==> src/rtl/bcd_pkg.sv <==
// Shared types and elaboration-time helpers for the sequential binary-to-BCD converter.
package bcd_pkg;

  localparam int unsigned BCD_DIGIT_W = 4;

  typedef enum logic [1:0] {
    IDLE,
    SHIFT,
    DONE
  } bcd_state_t;

  // 10**n as a 64-bit constant; wide enough for 10**9 compared against a 33-bit input range.
  function automatic logic [63:0] pow10(input int unsigned n);
    logic [63:0] r;
    r = 64'd1;
    for (int unsigned i = 0; i < n; i++) r = r * 64'd10;
    return r;
  endfunction

endpackage

==> src/rtl/bin_to_bcd_seq_if.sv <==
// Valid/ready request and result channels of bin_to_bcd_seq.
// Port blank exists only when BIN2BCD_BLANK_EN is defined.
interface bin_to_bcd_seq_if
  import bcd_pkg::*;
#(
  parameter int unsigned BIN_W  = 16,
  parameter int unsigned DIGITS = 5
);
  logic                            in_valid;
  logic                            in_ready;
  logic [BIN_W-1:0]                bin;
  logic                            out_valid;
  logic                            out_ready;
  logic [BCD_DIGIT_W*DIGITS-1:0]   bcd;
  logic                            ovf;
`ifdef BIN2BCD_BLANK_EN
  logic [DIGITS-1:0]               blank;
`endif

  modport slave (
    input  in_valid, bin, out_ready,
    output in_ready, out_valid, bcd, ovf
`ifdef BIN2BCD_BLANK_EN
    , output blank
`endif
  );

  modport master (
    output in_valid, bin, out_ready,
    input  in_ready, out_valid, bcd, ovf
`ifdef BIN2BCD_BLANK_EN
    , input blank
`endif
  );

endinterface

==> src/rtl/bcd_digit_adj.sv <==
// One BCD digit correction step: add 3 when the digit is 5 or more, before the left shift.
module bcd_digit_adj
  import bcd_pkg::*;
(
  input  logic [BCD_DIGIT_W-1:0] din,
  output logic [BCD_DIGIT_W-1:0] dout
);

  assign dout = (din >= BCD_DIGIT_W'(5)) ? din + BCD_DIGIT_W'(3) : din;

endmodule

==> src/rtl/bin_to_bcd_seq.sv <==
// Sequential shift-and-add-3 binary-to-BCD converter, one input bit per clock, with saturation.
// Optional leading-zero mask output enabled by BIN2BCD_BLANK_EN.
module bin_to_bcd_seq
  import bcd_pkg::*;
#(
  parameter int unsigned BIN_W  = 16,
  parameter int unsigned DIGITS = 5
)(
  input  logic              clk,
  input  logic              rst_n,
  bin_to_bcd_seq_if.slave   io
);

  localparam int unsigned BCD_W     = BCD_DIGIT_W * DIGITS;
  localparam int unsigned CNT_W     = $clog2(BIN_W + 1);
  localparam logic [63:0] OVF_LIMIT = pow10(DIGITS);
  // When 10**DIGITS exceeds the input range no input can overflow.
  localparam bit          OVF_EN    = (OVF_LIMIT <= (64'd1 << BIN_W));
  localparam logic [BCD_W-1:0] ALL_NINES = {DIGITS{4'h9}};

  bcd_state_t        state_q, state_d;
  logic [BIN_W-1:0]  sh_q, sh_d;
  logic [BCD_W-1:0]  acc_q, acc_d;
  logic [CNT_W-1:0]  cnt_q, cnt_d;
  logic              ovf_pend_q, ovf_pend_d;
  logic [BCD_W-1:0]  bcd_q, bcd_d;
  logic              ovf_q, ovf_d;
  logic              out_valid_q, out_valid_d;

  logic [BCD_W-1:0]  adj;
  logic [BCD_W-1:0]  acc_sh;
  logic              accept;
  logic              ovf_in;

  for (genvar g = 0; g < DIGITS; g++) begin : g_adj
    bcd_digit_adj u_adj (
      .din  (acc_q[g*BCD_DIGIT_W +: BCD_DIGIT_W]),
      .dout (adj[g*BCD_DIGIT_W +: BCD_DIGIT_W])
    );
  end

  // Carry out of the top digit falls off the shift.
  assign acc_sh = (adj << 1) | BCD_W'(sh_q[BIN_W-1]);
  assign ovf_in = OVF_EN && (64'(io.bin) >= OVF_LIMIT);

  assign io.in_ready  = (state_q == IDLE) || ((state_q == DONE) && io.out_ready);
  assign accept       = io.in_valid && io.in_ready;
  assign io.out_valid = out_valid_q;
  assign io.bcd       = bcd_q;
  assign io.ovf       = ovf_q;

`ifdef BIN2BCD_BLANK_EN
  logic [DIGITS-1:0] blank_q, blank_d;
  logic [DIGITS-1:0] zmask;
  logic              all_zero;

  // zmask[i] set when digit i and every digit above it are zero; digit 0 never blanks.
  always_comb begin
    zmask    = '0;
    all_zero = 1'b1;
    for (int i = int'(DIGITS) - 1; i >= 1; i--) begin
      all_zero = all_zero && (acc_sh[i*BCD_DIGIT_W +: BCD_DIGIT_W] == BCD_DIGIT_W'(0));
      zmask[i] = all_zero;
    end
  end

  assign io.blank = blank_q;
`endif

  always_comb begin
    state_d     = state_q;
    sh_d        = sh_q;
    acc_d       = acc_q;
    cnt_d       = cnt_q;
    ovf_pend_d  = ovf_pend_q;
    bcd_d       = bcd_q;
    ovf_d       = ovf_q;
    out_valid_d = out_valid_q;
`ifdef BIN2BCD_BLANK_EN
    blank_d     = blank_q;
`endif

    case (state_q)
      IDLE: ;
      SHIFT: begin
        sh_d  = sh_q << 1;
        acc_d = acc_sh;
        cnt_d = cnt_q - CNT_W'(1);
        if (cnt_q == CNT_W'(1)) begin
          state_d     = DONE;
          out_valid_d = 1'b1;
          ovf_d       = ovf_pend_q;
          bcd_d       = ovf_pend_q ? ALL_NINES : acc_sh;
`ifdef BIN2BCD_BLANK_EN
          blank_d     = ovf_pend_q ? '0 : zmask;
`endif
        end
      end
      DONE: begin
        if (io.out_ready) begin
          out_valid_d = 1'b0;
          state_d     = IDLE;
        end
      end
      default: state_d = IDLE;
    endcase

    // A new request may be taken from IDLE or back-to-back from an accepted DONE.
    if (accept) begin
      state_d    = SHIFT;
      sh_d       = io.bin;
      acc_d      = '0;
      cnt_d      = CNT_W'(BIN_W);
      ovf_pend_d = ovf_in;
    end
  end

  always_ff @(posedge clk or negedge rst_n) begin
    if (!rst_n) state_q <= IDLE;
    else        state_q <= state_d;
  end

  always_ff @(posedge clk or negedge rst_n) begin
    if (!rst_n) begin
      sh_q        <= '0;
      acc_q       <= '0;
      cnt_q       <= '0;
      ovf_pend_q  <= 1'b0;
      bcd_q       <= '0;
      ovf_q       <= 1'b0;
      out_valid_q <= 1'b0;
    end else begin
      sh_q        <= sh_d;
      acc_q       <= acc_d;
      cnt_q       <= cnt_d;
      ovf_pend_q  <= ovf_pend_d;
      bcd_q       <= bcd_d;
      ovf_q       <= ovf_d;
      out_valid_q <= out_valid_d;
    end
  end

`ifdef BIN2BCD_BLANK_EN
  always_ff @(posedge clk or negedge rst_n) begin
    if (!rst_n) blank_q <= '0;
    else        blank_q <= blank_d;
  end
`endif

endmodule

==> src/flat_wrapper.sv <==
// flat-port wrapper written by rule: the top's interface ports become plain ports
module bin_to_bcd_seq_flat import bcd_pkg::*;
#(
  parameter int unsigned BIN_W  = 16,
  parameter int unsigned DIGITS = 5
)
  (clk, rst_n, io_in_valid, io_bin, io_out_ready, io_in_ready, io_out_valid, io_bcd, io_ovf);
  bin_to_bcd_seq_if #(.BIN_W(BIN_W), .DIGITS(DIGITS)) io_i ();
  input  logic clk;
  input  logic rst_n;
  input wire logic [$bits(io_i.in_valid)-1:0] io_in_valid;
  input wire logic [$bits(io_i.bin)-1:0] io_bin;
  input wire logic [$bits(io_i.out_ready)-1:0] io_out_ready;
  output wire logic [$bits(io_i.in_ready)-1:0] io_in_ready;
  output wire logic [$bits(io_i.out_valid)-1:0] io_out_valid;
  output wire logic [$bits(io_i.bcd)-1:0] io_bcd;
  output wire logic [$bits(io_i.ovf)-1:0] io_ovf;
  assign io_i.in_valid = io_in_valid;
  assign io_i.bin = io_bin;
  assign io_i.out_ready = io_out_ready;
  assign io_in_ready = io_i.in_ready;
  assign io_out_valid = io_i.out_valid;
  assign io_bcd = io_i.bcd;
  assign io_ovf = io_i.ovf;
  bin_to_bcd_seq #(.BIN_W(BIN_W), .DIGITS(DIGITS)) u_core (.clk(clk), .rst_n(rst_n), .io(io_i));
endmodule
==> config.mk <==
export PLATFORM = sky130hd
export DESIGN_NAME = bin_to_bcd_seq_flat
export DESIGN_NICKNAME = d
export VERILOG_FILES = /design/src/rtl/bcd_pkg.sv /design/src/rtl/bin_to_bcd_seq_if.sv /design/src/rtl/bcd_digit_adj.sv /design/src/rtl/bin_to_bcd_seq.sv /design/src/flat_wrapper.sv
export SDC_FILE = /design/constraint.sdc
export NUM_CORES = 1
export LEC_CHECK = 0
export ABC_CLOCK_PERIOD_IN_PS = 3390
export CAP_MARGIN = 30
export CORE_ASPECT_RATIO = 0.5
export CORE_MARGIN = 2
export CORE_UTILIZATION = 43
export CTS_CLUSTER_SIZE = 10
export DETAILED_ROUTE_END_ITERATION = 16
export PLACE_DENSITY = 0.71
export SLEW_MARGIN = 20
export SYNTH_ARGS = -nofsm -noshare
export SYNTH_HDL_FRONTEND = slang
export SYNTH_SLANG_ARGS = --single-unit
==> constraint.sdc <==
create_clock -name clk -period 3.39 [get_ports clk]
set_input_delay 0.678 -clock clk [delete_from_list [all_inputs] [get_ports clk]]
set_output_delay 0.678 -clock clk [all_outputs]
set_load 0.01 [all_outputs]
==> impl_metrics.tcl, run 1 <==
set metrics [dict create \
    finalNonFillerCells 433 \
    setup_viol 0 \
    dp.final_hpwl_um 3890 \
    finalNetCount 368 \
    powerDensity_nw_per_um2 954 \
    initial_core_util_pct 44.9 \
    drive_gt1_share_pct 9.38 \
    postCtsHoldBufs 0 \
    r2r_cells 4 \
    tightest_slew_ps 799 \
    grt_use_total_pct 16.8 \
    end_kind "output pin" \
    design.die.area_um2 7780 \
    syn-num-nets 327 \
    status "finished clean" \
    insertedDiodeCount 0 \
    met2_usage_pct 30.5 \
    nFillCells 565 \
    final.min_clock_period_ps 2730 \
    clock_path_buffers 2 \
    rows 21 \
    ioPinCount 43 \
    power_mw 3.61 \
    hold-worst-slack_ps 472 \
    viasPerCell 5.34 \
    slew_headroom_pct 46.8 \
    fin_util_pct 56.1 \
    p_leak_nw 1.73 \
    overflow 0 \
    seqCellArea_um2 1600 \
    setup.worst_path.class "in2out" \
    startpoint "io_out_ready" \
    clkTransAtPathRegs_ps 50 \
    portBuffers 41 \
    cts_buffers 9 \
    endpoint "io_in_ready" \
    synth-seq-cells 64 \
    setup_tns_ps 0 \
    synthFlopType "dfrtp_1" \
    rsz0062_at_grt "false" \
    ys_warn_count 0 \
    grt.busiest_layer "met2" \
    post_cts.repair.setup_buffers 0 \
    worstPathRequired_ps 2710 \
    gp_congestion 0.765 \
    synth.distinct_cells 35 \
    drt_iter0_markers 155 \
    drtPass1Iterations 7 \
    syn_inst 295 \
    gr-usage-met1_pct 17.6 \
    drc 0 \
    cp.arrival_ps 2050 \
    htree_levels 3 \
    cp-start-kind "input port" \
    max_freq_mhz 366 \
    areaGrowthSynthToFinish_pct 24.8 \
    timing.final.crit_share_pct 80.5 \
    root_buffer "clkbuf_16" \
    final_antenna_net_count 0 \
    wl_um 5870 \
    vdd_drop_max_mv 0.414 \
    r2r-start "u_core.state_q[0]" \
    multiInputGateArea_um2 1220 \
    antenna_found_initial 0 \
    grt_pass1_wl_um 10100 \
    hold_path_class "reg2reg" \
    worstReg2RegEnd "u_core.io.bcd[0]" \
    num_vias 2314 \
    placed_cells 417 \
    die_h_um 63.4 \
    use_met3_pct 6.79 \
    clkSinkCount 64 \
    cts_tree "yes" \
    synth_edf_count 0 \
    synth.yosys.seq_area_share_pct 52.8 \
    synth_area_um2 3030 \
    core_region_area_um2 6750 \
    path_max_fanout 4 \
    maxCapViolations 0 \
    dieWidth_um 123 \
    grt_pass1_vias 2396 \
    reg2reg_slack_ps 1600 \
    cts_resized 0 \
    layout_common_cells "dfrtp_1, nand2_1, clkdlybuf4s50_1" \
    grt_max_degree 65 \
    final_common_cell "dfrtp_1" \
    post_drt_wl_per_cell_um 13.6 \
    final-max-slew-violation-count 0 \
    clock_latency_ps 330 \
    avgSynthCellArea_um2 10.3 \
    hold_viol_final 0 \
    skew_ps 4.24 \
    async_reset_ff_share_pct 100 \
]
## worst max-delay path, stage by stage
cell and delay, ps:
clkdlybuf4s50_1 510, and2b_1 230, nor2_1 90, clkdlybuf4s50_1 540
## flip-flops by register name (all words and copies together), names as in the netlist
| signal | flops |
|---|---|
| u_core.state_q | 2 |
| u_core.io.out_valid | 1 |
| u_core.acc_q | 20 |
| u_core.sh_q | 16 |
| u_core.cnt_q | 5 |
| u_core.io.bcd | 20 |
## logic make-up after synthesis
group / after synthesis / share of synthesized area (%)
and+or+nand+nor: 78 / 13.1
DFF: 64 / 52.8
adders and majority gates: 12 / 4.95
muxes: 8 / 2.97
buffers and inverters: 44 / 6.93
AOI/OAI and AO/OA: 80 / 16.8
other: 1 / 0.124
xor gates and xnor gates: 8 / 2.31
## cell type report
| cell class | count | share of cell area [%] |
|---|---|---|
| Clock inverter | 3 | 1.06 |
| Timing Repair Buffer | 46 | 11.7 |
| Tap cell | 92 | 3.04 |
| Inverter | 28 | 2.78 |
| Sequential cell | 64 | 42.3 |
| Multi-Input combinational cell | 187 | 32.3 |
| Clock buffer | 13 | 6.87 |
## Yosys cell counts (2+ instances only)
cell      instances  share of area [%]
nand2_1          40                5.0
nor2_1            6               0.74
a222oi_1         15                5.0
ha_1             12                5.0
xnor2_1           7                2.0
nor3b_1           8                2.0
buf_6             3                1.1
buf_2             3               0.49
nor3_1            5               0.82
nor4_1            2               0.41
nand2b_1          6                1.2
a21oi_1          15                2.5
o31ai_1           2               0.49
and2b_1           2               0.49
mux2_2            8                3.0
clkbuf_1          5               0.62
dfrtp_1          64                 53
o21ai_0          38                6.3
buf_4             5                1.2
o21ai_1           2               0.33
inv_1            28                3.5
a22o_1            3               0.87
nand3_1           4               0.66
## how the worst min path moves through the flow
stage                 startpoint                 to  slack [ps]  cells past startpoint
6_report       u_core.io.bcd[15]  u_core.io.bcd[15]         470                      2
5_1_grt        u_core.io.bcd[16]  u_core.io.bcd[16]         500                      2
4_1_cts         u_core.io.bcd[9]   u_core.io.bcd[9]         480                      2
3_5_place_dp    u_core.io.bcd[8]   u_core.io.bcd[8]         470                      2
3_3_place_gp    u_core.io.bcd[7]   u_core.io.bcd[7]         460                      2
2_1_floorplan              rst_n    u_core.acc_q[0]         380                      0
## power breakdown
group | leakage (nW) | total [mW] | switching, mW | internal, mW
clock | 0.150 | 0.910 | 0.304 | 0.606
sequential | 0.826 | 1.33 | 0.257 | 1.08
combinational | 0.750 | 1.37 | 0.702 | 0.670
total | 1.73 | 3.61 | 1.26 | 2.35
## layer usage
| layer | up-vias | part of all wire (%) | wire length [um] |
|---|---|---|---|
| li1 | 1111 | - | - |
| met1 | 1128 | 42 | 2470 |
| met2 | 71 | 52 | 3040 |
| met3 | 4 | 5.7 | 337 |
| met4 | 0 | 0.51 | 30 |
| met5 | - | 0 | 0 |
## metrics by stage
step	worst slack, ps	instance area [um2]
after global routing	603	3790
after CTS	653	3790
after floorplan	1680	3030
after detailed placement	649	3490
final	661	3790
after global placement	691	3490
(Power assumes the default switching activity.)
==> run 2, diff against run 1 <==
ABC_CLOCK_PERIOD_IN_PS = 2800   (was 3390)
clock period = 2.8 ns   (was 3.39 ns; I/O delays follow)
==> impl_metrics.tcl, run 2 (synthesis gave the netlist of run 1 again) <==
set metrics [dict create \
    reg2reg_slack_ps 920 \
    vdd_drop_max_mv 0.549 \
    timing.final.crit_share_pct 89.9 \
    post_cts.repair.setup_buffers 0 \
    grt_pass1_vias 2254 \
    max_stage_delay_ps 540 \
    cts_tree "yes" \
    placed_cells 418 \
    drtPass1Iterations 5 \
    p_leak_nw 1.74 \
    areaGrowthSynthToFinish_pct 25.7 \
    finalNetCount 369 \
    worstPathRequired_ps 2240 \
    hold_path_class "in2async" \
    layout_common_cells "dfrtp_1, nand2_1, clkdlybuf4s50_1" \
    powerDensity_nw_per_um2 1160 \
    rows 21 \
    r2r_cells 5 \
    cts_buffers 9 \
    viasPerCell 5.26 \
    path_max_fanout 4 \
    rsz0062_at_grt "false" \
    finalNonFillerCells 434 \
    final_common_cell "dfrtp_1" \
    slew_headroom_pct 44.8 \
    end_kind "output pin" \
    max_freq_mhz 397 \
    clkTransAtPathRegs_ps 50 \
    timing.critical_path.mode_cell "clkdlybuf4s50_1" \
    ioPinCount 43 \
    clock_path_buffers 2 \
    grt_pass1_wl_um 9990 \
    crit_chain "clkdlybuf4s50_1 -> and2b_1 -> nor2_1 -> clkdlybuf4s50_1" \
    grt_use_total_pct 16.4 \
    status "finished clean" \
    overflow 0 \
    final_antenna_net_count 0 \
    portBuffers 41 \
    drc 0 \
    grt_max_degree 39 \
    clock_latency_ps 330 \
    fin_util_pct 56.5 \
    gp_congestion 0.777 \
    cts_resized 0 \
    setup_viol 0 \
    post_drt_wl_per_cell_um 13.4 \
    drive_gt1_share_pct 9.94 \
    die_h_um 63.4 \
    crit_path_top_delay_cell "clkdlybuf4s50_1" \
    core_region_area_um2 6750 \
    antenna_found_initial 0 \
    postCtsHoldBufs 0 \
    dp.final_hpwl_um 3860 \
    hold-worst-slack_ps 243 \
    cp-start-kind "input port" \
    wl_um 5800 \
    setup.worst_path.class "in2out" \
    maxCapViolations 0 \
    root_buffer "clkbuf_16" \
    insertedDiodeCount 0 \
    tightest_slew_ps 828 \
    clkSinkCount 64 \
    setup_tns_ps 0 \
    htree_levels 3 \
    final.min_clock_period_ps 2520 \
    drt_iter0_markers 175 \
    hold_viol_final 0 \
    final-max-slew-violation-count 0 \
    skew_ps 6.26 \
    cp.arrival_ps 1960 \
    dieWidth_um 123 \
    initial_core_util_pct 44.9 \
    design.die.area_um2 7780 \
    power_mw 4.41 \
    num_vias 2285 \
]
## run 2: report_power, final
group | leakage [nW] | switching [mW] | internal (mW)
Clock | 0.159 | 0.374 | 0.784
Sequential | 0.826 | 0.304 | 1.30
Combinational | 0.755 | 0.839 | 0.808
Total | 1.74 | 1.52 | 2.89
## run 2: stage by stage
stage | instance area, um2 | setup WS (ps)
floorplan | 3030 | 1270
global placement | 3490 | 335
detailed placement | 3490 | 292
CTS | 3810 | 277
global route | 3810 | 250
finish | 3810 | 282
## run 2: path summary, 6_finish.rpt
check / start / endpoint
setup reg to reg: u_core.state_q[0] / u_core.acc_q[14]
min in group clk: u_core.io.bcd[15] / u_core.io.bcd[15]
hold reg to reg: u_core.io.bcd[15] / u_core.io.bcd[15]
max in group asynchronous: rst_n / u_core.io.bcd[13]
setup / recovery: io_out_ready / io_in_ready
hold / removal: rst_n / u_core.io.out_valid
## run 2: area by class of cell
type / instances / area [um2]
Clock buffer: 14 / 284
Clock inverter: 2 / 35.0
Fill cell: 574 / 2940
Inverter: 28 / 105
Multi-Input combinational cell: 187 / 1220
Sequential cell: 64 / 1600
Tap cell: 92 / 115
Timing Repair Buffer: 47 / 450
## run 2: per-layer routing
metal  track usage, %  share of wire, %
met1             19.5                45
met2             28.0                49
met3             5.25               5.1
met4             6.03               1.2
met5                0                 0
## run 2: critical path, delay by kind of cell
family / cells / cell delay (ps)
buffers and inverters: 2 / 1060
AND/OR/NAND/NOR: 2 / 340
